$ cat src/rtl/jtroadf_objbuf_if.sv
// ---------------------------------------------------------------------------
// jtroadf_objbuf_if
// Handshake and pixel-write bus between the object drawer and the object
// line buffer.
//
//   draw_start : buffer -> drawer, one-clk pulse to begin drawing a line
//   draw_busy  : buffer -> drawer, high while the write bank accepts pixels
//   draw_done  : drawer -> buffer, drawer finished the current line
//   wr_en      : drawer -> buffer, pixel write strobe
//   wr_x       : drawer -> buffer, write column (0..255)
//   wr_pxl     : drawer -> buffer, pixel value (0 = transparent)
//
// Modports: master = drawer side, slave = line buffer side.
// ---------------------------------------------------------------------------
`timescale 1ns/1ps

interface jtroadf_objbuf_if #(
    parameter int PW = 4
);
    logic          draw_start;
    logic          draw_busy;
    logic          draw_done;
    logic          wr_en;
    logic [7:0]    wr_x;
    logic [PW-1:0] wr_pxl;

    modport master (
        input  draw_start, draw_busy,
        output draw_done, wr_en, wr_x, wr_pxl
    );

    modport slave (
        output draw_start, draw_busy,
        input  draw_done, wr_en, wr_x, wr_pxl
    );
endinterface

$ cat src/rtl/jtroadf_objbuf.sv
// ---------------------------------------------------------------------------
// jtroadf_objbuf
// Double-buffered object line buffer. The drawer fills one 256-entry bank
// while the other bank is scanned out to the colour mixer. Each scanned
// entry is cleared right after it is read, so a bank is blank again by the
// time it becomes the write bank.
//
// Parameters
//   PW  : pixel width in bits
//   DLY : output latency in pxl_cen ticks (only 1 is supported)
//
// Ports
//   clk      : system clock (48 MHz), the only clock
//   rst      : synchronous active-high reset; restarts the clear sweep
//   pxl_cen  : pixel clock enable for the read side
//   hinit    : line-start pulse, swaps banks and starts the drawer
//   LHBL     : horizontal blank, active low
//   flip     : screen flip, mirrors the read address
//   hdump    : horizontal pixel counter (only [7:0] is used)
//   drw      : drawer handshake / pixel-write bus (slave side)
//   overrun  : sticky, set when a line swap hits an unfinished drawing
//   pxl      : object pixel to the colour mixer
// ---------------------------------------------------------------------------
`timescale 1ns/1ps

module jtroadf_objbuf #(
    parameter int PW  = 4,
    parameter int DLY = 1
) (
    input  logic            clk,
    input  logic            rst,
    input  logic            pxl_cen,
    input  logic            hinit,
    input  logic            LHBL,
    input  logic            flip,
    input  logic [8:0]      hdump,
    jtroadf_objbuf_if.slave drw,
    output logic            overrun,
    output logic [PW-1:0]   pxl
);

    typedef enum logic [1:0] {
        CLR  = 2'd0,
        IDLE = 2'd1,
        DRAW = 2'd2
    } state_e;

    state_e        state_q;
    logic [7:0]    cnt_q;
    logic          sel_q;        // read bank; the write bank is ~sel_q
    logic          draw_start_q;
    logic          overrun_q;
    logic [PW-1:0] pxl_q;

    logic [PW-1:0] bank0_q [256];
    logic [PW-1:0] bank1_q [256];

    logic [7:0]    rd_addr;
    logic [PW-1:0] rd_data;
    logic          clearing;
    logic          draw_busy;

    logic          bank_we   [2];
    logic [7:0]    bank_addr [2];
    logic [PW-1:0] bank_data [2];

    // hdump[8] is beyond the 256-pixel line and DLY is fixed at 1.
    logic unused_bits;
    assign unused_bits = ^{hdump[8], DLY == 1};

    assign rd_addr   = flip ? ~hdump[7:0] : hdump[7:0];
    assign rd_data   = sel_q ? bank1_q[rd_addr] : bank0_q[rd_addr];
    assign clearing  = rst || (state_q == CLR);
    assign draw_busy = (state_q == DRAW);

    // Each bank has a single write port. The read bank only ever sees the
    // clear-after-read write and the write bank only the drawer, so the two
    // sides never meet in one bank. During a swap clk sel_q still holds the
    // old value, so a coincident drawer write lands in the pre-swap bank.
    always_comb begin
        for (int b = 0; b < 2; b++) begin
            // NOTE: every output gets a default first so no path leaves a
            // latch behind.
            bank_we[b]   = 1'b0;
            bank_addr[b] = cnt_q;
            bank_data[b] = '0;
            if (clearing) begin
                bank_we[b] = 1'b1;
            end else if (sel_q == b[0]) begin
                bank_we[b]   = pxl_cen && LHBL;
                bank_addr[b] = rd_addr;
            end else begin
                // Zero pixels are transparent and never overwrite.
                bank_we[b]   = drw.wr_en && draw_busy && (|drw.wr_pxl);
                bank_addr[b] = drw.wr_x;
                bank_data[b] = drw.wr_pxl;
            end
        end
    end

    // NOTE: the RAM arrays have no reset branch; the CLR sweep zeroes them,
    // which keeps them mappable to block/distributed RAM.
    always_ff @(posedge clk) begin
        if (bank_we[0]) bank0_q[bank_addr[0]] <= bank_data[0];
        if (bank_we[1]) bank1_q[bank_addr[1]] <= bank_data[1];
    end

    // Control FSM plus the output pixel register. The asynchronous RAM read
    // is sampled here in the same clk that the clear-after-read write
    // happens, so pxl_q gets the value from before the clear.
    always_ff @(posedge clk) begin
        if (rst) begin
            state_q      <= CLR;
            cnt_q        <= 8'd0;
            sel_q        <= 1'b0;
            draw_start_q <= 1'b0;
            overrun_q    <= 1'b0;
            pxl_q        <= '0;
        end else begin
            draw_start_q <= 1'b0;
            case (state_q)
                CLR: begin
                    cnt_q <= cnt_q + 8'd1;
                    if (cnt_q == 8'hFF) state_q <= IDLE;
                end
                IDLE: begin
                    if (hinit) begin
                        sel_q        <= ~sel_q;
                        draw_start_q <= 1'b1;
                        state_q      <= DRAW;
                    end
                end
                DRAW: begin
                    if (hinit) begin
                        // Line ended before the drawer finished: flag it,
                        // swap anyway and start the next line.
                        sel_q        <= ~sel_q;
                        draw_start_q <= 1'b1;
                        overrun_q    <= 1'b1;
                    end else if (drw.draw_done) begin
                        state_q <= IDLE;
                    end
                end
                default: state_q <= CLR;
            endcase

            if (state_q == CLR) begin
                pxl_q <= '0;
            end else if (pxl_cen) begin
                pxl_q <= LHBL ? rd_data : '0;
            end
        end
    end

    assign drw.draw_start = draw_start_q;
    assign drw.draw_busy  = draw_busy;
    assign overrun        = overrun_q;
    assign pxl            = pxl_q;

endmodule
$ cat src/flat_wrapper.sv
// flat-port wrapper written by rule: the top's interface ports become plain ports
module jtroadf_objbuf_flat 
#(
    parameter int PW  = 4,
    parameter int DLY = 1
)
  (clk, rst, pxl_cen, hinit, LHBL, flip, hdump, overrun, pxl, drw_draw_start, drw_draw_busy, drw_draw_done, drw_wr_en, drw_wr_x, drw_wr_pxl);
  jtroadf_objbuf_if #(.PW(PW)) drw_i ();
  input  logic clk;
  input  logic rst;
  input  logic pxl_cen;
  input  logic hinit;
  input  logic LHBL;
  input  logic flip;
  input  logic [8:0] hdump;
  output logic overrun;
  output logic [PW-1:0] pxl;
  output wire logic [$bits(drw_i.draw_start)-1:0] drw_draw_start;
  output wire logic [$bits(drw_i.draw_busy)-1:0] drw_draw_busy;
  input wire logic [$bits(drw_i.draw_done)-1:0] drw_draw_done;
  input wire logic [$bits(drw_i.wr_en)-1:0] drw_wr_en;
  input wire logic [$bits(drw_i.wr_x)-1:0] drw_wr_x;
  input wire logic [$bits(drw_i.wr_pxl)-1:0] drw_wr_pxl;
  assign drw_draw_start = drw_i.draw_start;
  assign drw_draw_busy = drw_i.draw_busy;
  assign drw_i.draw_done = drw_draw_done;
  assign drw_i.wr_en = drw_wr_en;
  assign drw_i.wr_x = drw_wr_x;
  assign drw_i.wr_pxl = drw_wr_pxl;
  jtroadf_objbuf #(.PW(PW), .DLY(DLY)) u_core (.clk(clk), .rst(rst), .pxl_cen(pxl_cen), .hinit(hinit), .LHBL(LHBL), .flip(flip), .hdump(hdump), .drw(drw_i), .overrun(overrun), .pxl(pxl));
endmodule
$ cat config.mk
export PLATFORM = sky130hd
export DESIGN_NAME = jtroadf_objbuf_flat
export DESIGN_NICKNAME = d
export VERILOG_FILES = /design/src/rtl/jtroadf_objbuf_if.sv /design/src/rtl/jtroadf_objbuf.sv /design/src/flat_wrapper.sv
export SDC_FILE = /design/constraint.sdc
export NUM_CORES = 2
export LEC_CHECK = 0
export CAP_MARGIN = 20
export CORE_AREA = 2 2 387 389
export DETAILED_ROUTE_END_ITERATION = 10
export DIE_AREA = 0 0 389 391
export HOLD_SLACK_MARGIN = 0.15
export PLACE_DENSITY_LB_ADDON = 0.08
export SLEW_MARGIN = 20
export SYNTH_ARGS = -nofsm -noshare
export SYNTH_HDL_FRONTEND = slang
export SYNTH_SLANG_ARGS = --single-unit
$ cat constraint.sdc
create_clock -name clk -period 9.6 [get_ports clk]
set_input_delay 0.96 -clock clk [delete_from_list [all_inputs] [get_ports clk]]
set_output_delay 0.96 -clock clk [all_outputs]
set_load 0.02 [all_outputs]
# Word-level counts from Yosys, hierarchy flattened
# Memories as Yosys holds them, arrays and structs flattened.
# Cells that the tools add are included.
# word_totals
register_bits	17
latchBits	0
mem_bits_rw	2048
romBits	0
input_bits	29
out_inout_bits	7
elab_cells	56
mem_count	2
# mem_list
name	depth	word_bits	rd	rd_ports_with_merged_regs	wr	line_no	text
u_core.bank0_q	256	4	1	0	1	jtroadf_objbuf.sv:55	logic [PW-1:0] bank0_q [256];
u_core.bank1_q	256	4	1	0	1	jtroadf_objbuf.sv:56	logic [PW-1:0] bank1_q [256];
# op_classes
n_addsub	1
mul	0
div	0
order_cmp	0
eq_ne	7
n_shift	0
n_mux	25
n_bitwise	3
n_reduce_logical	12
# op_table
cell	n
8-bit 2-to-1 mux	5
4-bit 2-to-1 mux	6
1-bit 2-to-1 mux	9
8-bit by 1-bit adder with 8-bit output, second input constant	1
8-bit == test, second input constant	1
2-bit 2-to-1 mux	4
8-bit inverter	1
2-bit != test, second input constant	3
2-bit one-hot mux with 3 select lines	1
2-bit OR reduction	3
2-bit AND reduction	2
4-bit AND reduction	1
4-bit OR reduction	1
1-bit logical AND	3
2-bit by 1-bit == test with 1-bit output, second input constant	1
2-bit == test, second input constant	1
2-bit zero test	1
2-bit by 1-bit != test with 1-bit output, second input constant	1
1-bit inverter	2
1-bit logical OR	1

# Depth between registers and ports, before layout
# logic_depth
ltp_word	7
depth_mapped	14
mapped_depth_nobuf	9

# Worst setup path before layout
# Ideal clock, no wire load.
# synth_path
path_kind	input to register
start	input rst
end	memory u_core.bank1_q[0][0], data pin
setup_time_ns	0.872
t_arrival_ns	5.232
required_time_ns	8.728
setup_slack_ns	3.495
stages	6
cell_sequence	or2_2 -> clkbuf_1 -> clkbuf_1 -> buf_1 -> nor2_1 -> and2_1
# synth_lines
item	line_no	text
start: declaration	flat_wrapper.sv:10	input logic rst;
end: declaration	jtroadf_objbuf.sv:56	

# Final worst setup path
# layout_path
start	input flip
end	register u_core.pxl_q[3], in the netlist u_core.pxl[3]
# layout_between
elab_chain_len	4
word_cells_on_any_way	5
# layout_rtl
item	line_no	text
start: declaration	flat_wrapper.sv:14	input logic flip;
8-bit 2-to-1 mux (*)	jtroadf_objbuf.sv:71	assign rd_addr = flip ? ~hdump[7:0] : hdump[7:0];
memory 256 x 4 bit, on equally long branches	n/a	
4-bit 2-to-1 mux (*)	jtroadf_objbuf.sv:72	assign rd_data = sel_q ? bank1_q[rd_addr] : bank0_q[rd_addr];
4-bit 2-to-1 mux (*)	jtroadf_objbuf.sv:150	pxl_q <= LHBL ? rd_data : '0;
end signal: assignment	jtroadf_objbuf.sv:150	
end: declaration	jtroadf_objbuf.sv:53	logic [PW-1:0] pxl_q;
# Every way passes the cells marked *; elsewhere a longest branch is shown, timed or not.
# A chain may end at the register's enable or synchronous reset.

==> flow_metrics.tcl <==
set metrics [dict create \
    vdd_drop_max_uv 184 \
    timing.final.crit_share_pct 55.9 \
    coreArea_um2 149000 \
    layout_min_cycle_time_ps 5370 \
    area_growth_pct 9.40 \
    instances_no_fill 8858 \
    ys_top_cells_by_area "edfxtp_1 (70%), nand2_1 (4.8%), a21oi_1 (3.9%)" \
    synth-seq-cells 2065 \
    syn_nets 6924 \
    swShare_pct 27.7 \
    grt_usage_pct 36.3 \
    worst_pin_slew_ps 1310 \
    worstSkewPairLatency_ps 860 \
    synth_common_cells "edfxtp_1 (2,048), nand2_1 (1,137), a21oi_1 (691)" \
    wl_per_cell_um 31.7 \
    finClkSkew_ps 23.1 \
    worstHoldPathType "register to register" \
    crit_required_ps 10320 \
    setup_viol 0 \
    synth_edf_count 2048 \
    gp_congestion 0.898 \
    path_class "primary input to register" \
    drv_slew 0 \
    status "finished clean" \
    grt_max_degree 213 \
    slowest_delay_ps 730 \
    synthDistinctLibCells 82 \
    clock_sinks 2065 \
    numCtsBuffers 200 \
    fmaxAchievable_mhz 186 \
    hold_viol 0 \
    cp-end-kind "register" \
    yosysWarnings 0 \
    cp_slowest_cell "xor2_4" \
    top_usage_layer "met2" \
    grt_overflow_total 0 \
    max_cap_viol_count 0 \
    cp_max_fo 46 \
    cp_common_cell "buf_4" \
    final_antenna_net_count 0 \
    async_reset_ff_share_pct 0 \
    yosys_most_used_dff "edfxtp_1" \
    clk_pin_slew_ps 60 \
    num_vias 62300 \
    place_inst 8476 \
    fp.dieW_um 389 \
    power_density_nw_per_um2 213 \
    placed_cell_area_um2 90400 \
    drive_gt1_share_pct 7.63 \
    drt_iter0_markers 10200 \
    synth_top_area_cell "edfxtp_1" \
    power_mw 20.6 \
    worstPathArrival_ps 6090 \
    clockBufferDepth 3 \
    hold_buffers 0 \
    viasPerCell 7.04 \
    hpwl_um 161000 \
    finalInstanceArea_um2 96600 \
    nNetsFinal 6767 \
    cts_tree "built" \
    seqPwrFrac_pct 49.6 \
    tns_ps 0 \
    dieArea_um2 152000 \
    firstDrtPassIters 9 \
    post_synth.cell_area_avg_um2 12.8 \
    gr-usage-met1_pct 51.7 \
    worstPathCellList "buf_4, buf_4, xor2_4, buf_4, buf_4, mux2_2, a222oi_1, o21a_1, nor4_1, a31oi_1, and4_1, a211oi_2" \
    cellInternalPower_mw 14.9 \
    n_fill_cell 10800 \
    power.switching_mw 5.70 \
    antenna_found_initial 10 \
    synth_area_um2 88300 \
    power_frac_clock_pct 36.6 \
    grt_pass1_vias 58600 \
    initial_core_util_pct 59.4 \
    worst-path-buf-inv 4 \
    cts_setup_buffers 0 \
    rsz0062_at_grt "no" \
    ios 36 \
    cts_resized 0 \
    numPortBuffers 34 \
    htreeDepth 4 \
    yosysSeqAreaShare_pct 70.1 \
    start_kind "primary input" \
    grt_first_pass_wirelength_um 400000 \
    met3_usage_pct 9.86 \
    p_comb_share_pct 13.8 \
    syn_inst 6891 \
    root_buffer "clkbuf_16" \
    maxSlewHeadroom_pct 12.6 \
    route.detailed.drc 0 \
    synth_most_common_cell "edfxtp_1" \
    yosysTopAreaCellShare_pct 69.7 \
    fp-row-count 142 \
    wirelength_um 281000 \
    cpLargestDelayFamily "buffers and inverters" \
    p_leak_nw 32.5 \
    die_h_um 391 \
    use_met2_pct 53.3 \
]
-- placed cells by master (no fill, tap or decap), types with 10 or more instances in the layout --
cell	netlist	final
a21o_1	29	29
a21oi_1	691	691
a221o_1	10	10
a221oi_1	34	34
a222oi_1	13	13
a22o_1	41	41
a22oi_1	238	238
a31oi_1	32	32
a32o_1	15	15
a32oi_1	109	109
and2_1	16	11
and3_1	19	15
buf_12	0	23
buf_4	32	124
bufinv_16	0	11
clkbuf_1	234	46
clkbuf_16	0	201
clkdlybuf4s50_1	0	31
clkinv_1	0	57
clkinv_2	0	44
dfxtp_1	17	16
edfxtp_1	2048	2048
mux2_2	24	24
mux2i_1	258	256
mux4_2	10	10
nand2_1	1137	1126
nand2_2	1	10
nand2b_1	29	22
nand3_1	265	261
nand4_1	22	22
nor2_1	569	567
nor2b_1	22	19
nor3b_1	16	16
o2111ai_1	79	79
o211ai_1	30	30
o21a_1	21	21
o21ai_0	158	157
o21ai_1	11	11
o221ai_1	32	32
o22ai_1	216	216
-- cell families (layout without fill, tap and decap cells) --
family                   after synthesis  in the layout  synth area share [%]
buffers and inverters                545            563                  2.78
AND/OR/NAND/NOR                     2148           2148                  10.1
AO/OA/AOI/OAI                       1818           1818                  13.3
adder cells (fa/ha/maj)                4              4                0.0567
flip-flops                          2065           2065                  70.1
multiplexers                         293            293                  3.50
XOR/XNOR                              18             18                 0.217
other                                  0              5                     0
-- state kept, by name, indices dropped and copies added, names as in the netlist --
signal / flops
u_core.cnt_q: 8
u_core.bank1_q: 1024
u_core.bank0_q: 1024
u_core.overrun: 1
u_core.sel_q: 1
u_core.drw.draw_start: 1
u_core.pxl: 4
u_core.state_q: 2
-- metrics by stage --
step / hold WS (ps) / utilization [%] / setup slack (ps)
final: 517 / 65.0 / 4230
after global routing: 540 / 65.0 / 4230
after CTS: 512 / 65.0 / 4370
after detailed placement: 494 / 60.8 / 3500
after global placement: 457 / 60.8 / 3510
after floorplan: 465 / - / 3500
-- final cells by class --
| type | count | area, um^2 | area share (%) |
|---|---|---|---|
| tap | 1944 | 2430 | 2.52 |
| multi-input combinational | 4281 | 24300 | 25.2 |
| clock buffer | 247 | 5200 | 5.39 |
| clock inverter | 130 | 1000 | 1.04 |
| antenna | 5 | 12.5 | 0.0130 |
| inverter | 4 | 22.5 | 0.0233 |
| timing repair buffer | 182 | 1770 | 1.83 |
| sequential | 2065 | 61800 | 64.0 |
-- worst paths after layout --
| check | end | slack (ps) | cells past startpoint | startpoint |
|---|---|---|---|---|
| worst max-delay path | u_core.pxl[3]$_SDFFE_PP0P_ | 4230 | 12 | flip |
| worst min-delay path | u_core.overrun$_SDFFE_PP0P_ | 520 | 2 | u_core.overrun$_SDFFE_PP0P_ |
| worst max register to register | u_core.bank1_q[179][1]$_DFFE_PP_ | 4990 | 7 | u_core.state_q[0]$_SDFFE_PP0P_ |
| worst min register to register | u_core.overrun$_SDFFE_PP0P_ | 520 | 2 | u_core.overrun$_SDFFE_PP0P_ |
-- layer usage --
metal,up-vias,share of wire (%)
met5,-,0.016
met4,8,4.4
met3,790,14
met2,4588,44
met1,30900,38
li1,26100,-
-- power by group through the flow --
| stage | clock (mW) | sequential (mW) | combinational [mW] |
|---|---|---|---|
| after floorplan | 0 | 10.5 | 1.47 |
| after global placement | 0 | 10.4 | 2.68 |
| after detailed placement | 0 | 10.4 | 2.72 |
| after CTS | 7.55 | 10.2 | 2.73 |
| after global routing | 7.89 | 10.2 | 2.91 |
| final | 7.54 | 10.2 | 2.84 |
-- worst min-delay path, delay by kind of cell (launching register included) --
family / cells / cell delay, ps
flops: 1 / 340
compound gates: 1 / 50
simple gates: 1 / 90
No activity file was read; power rests on OpenSTA's default activity.
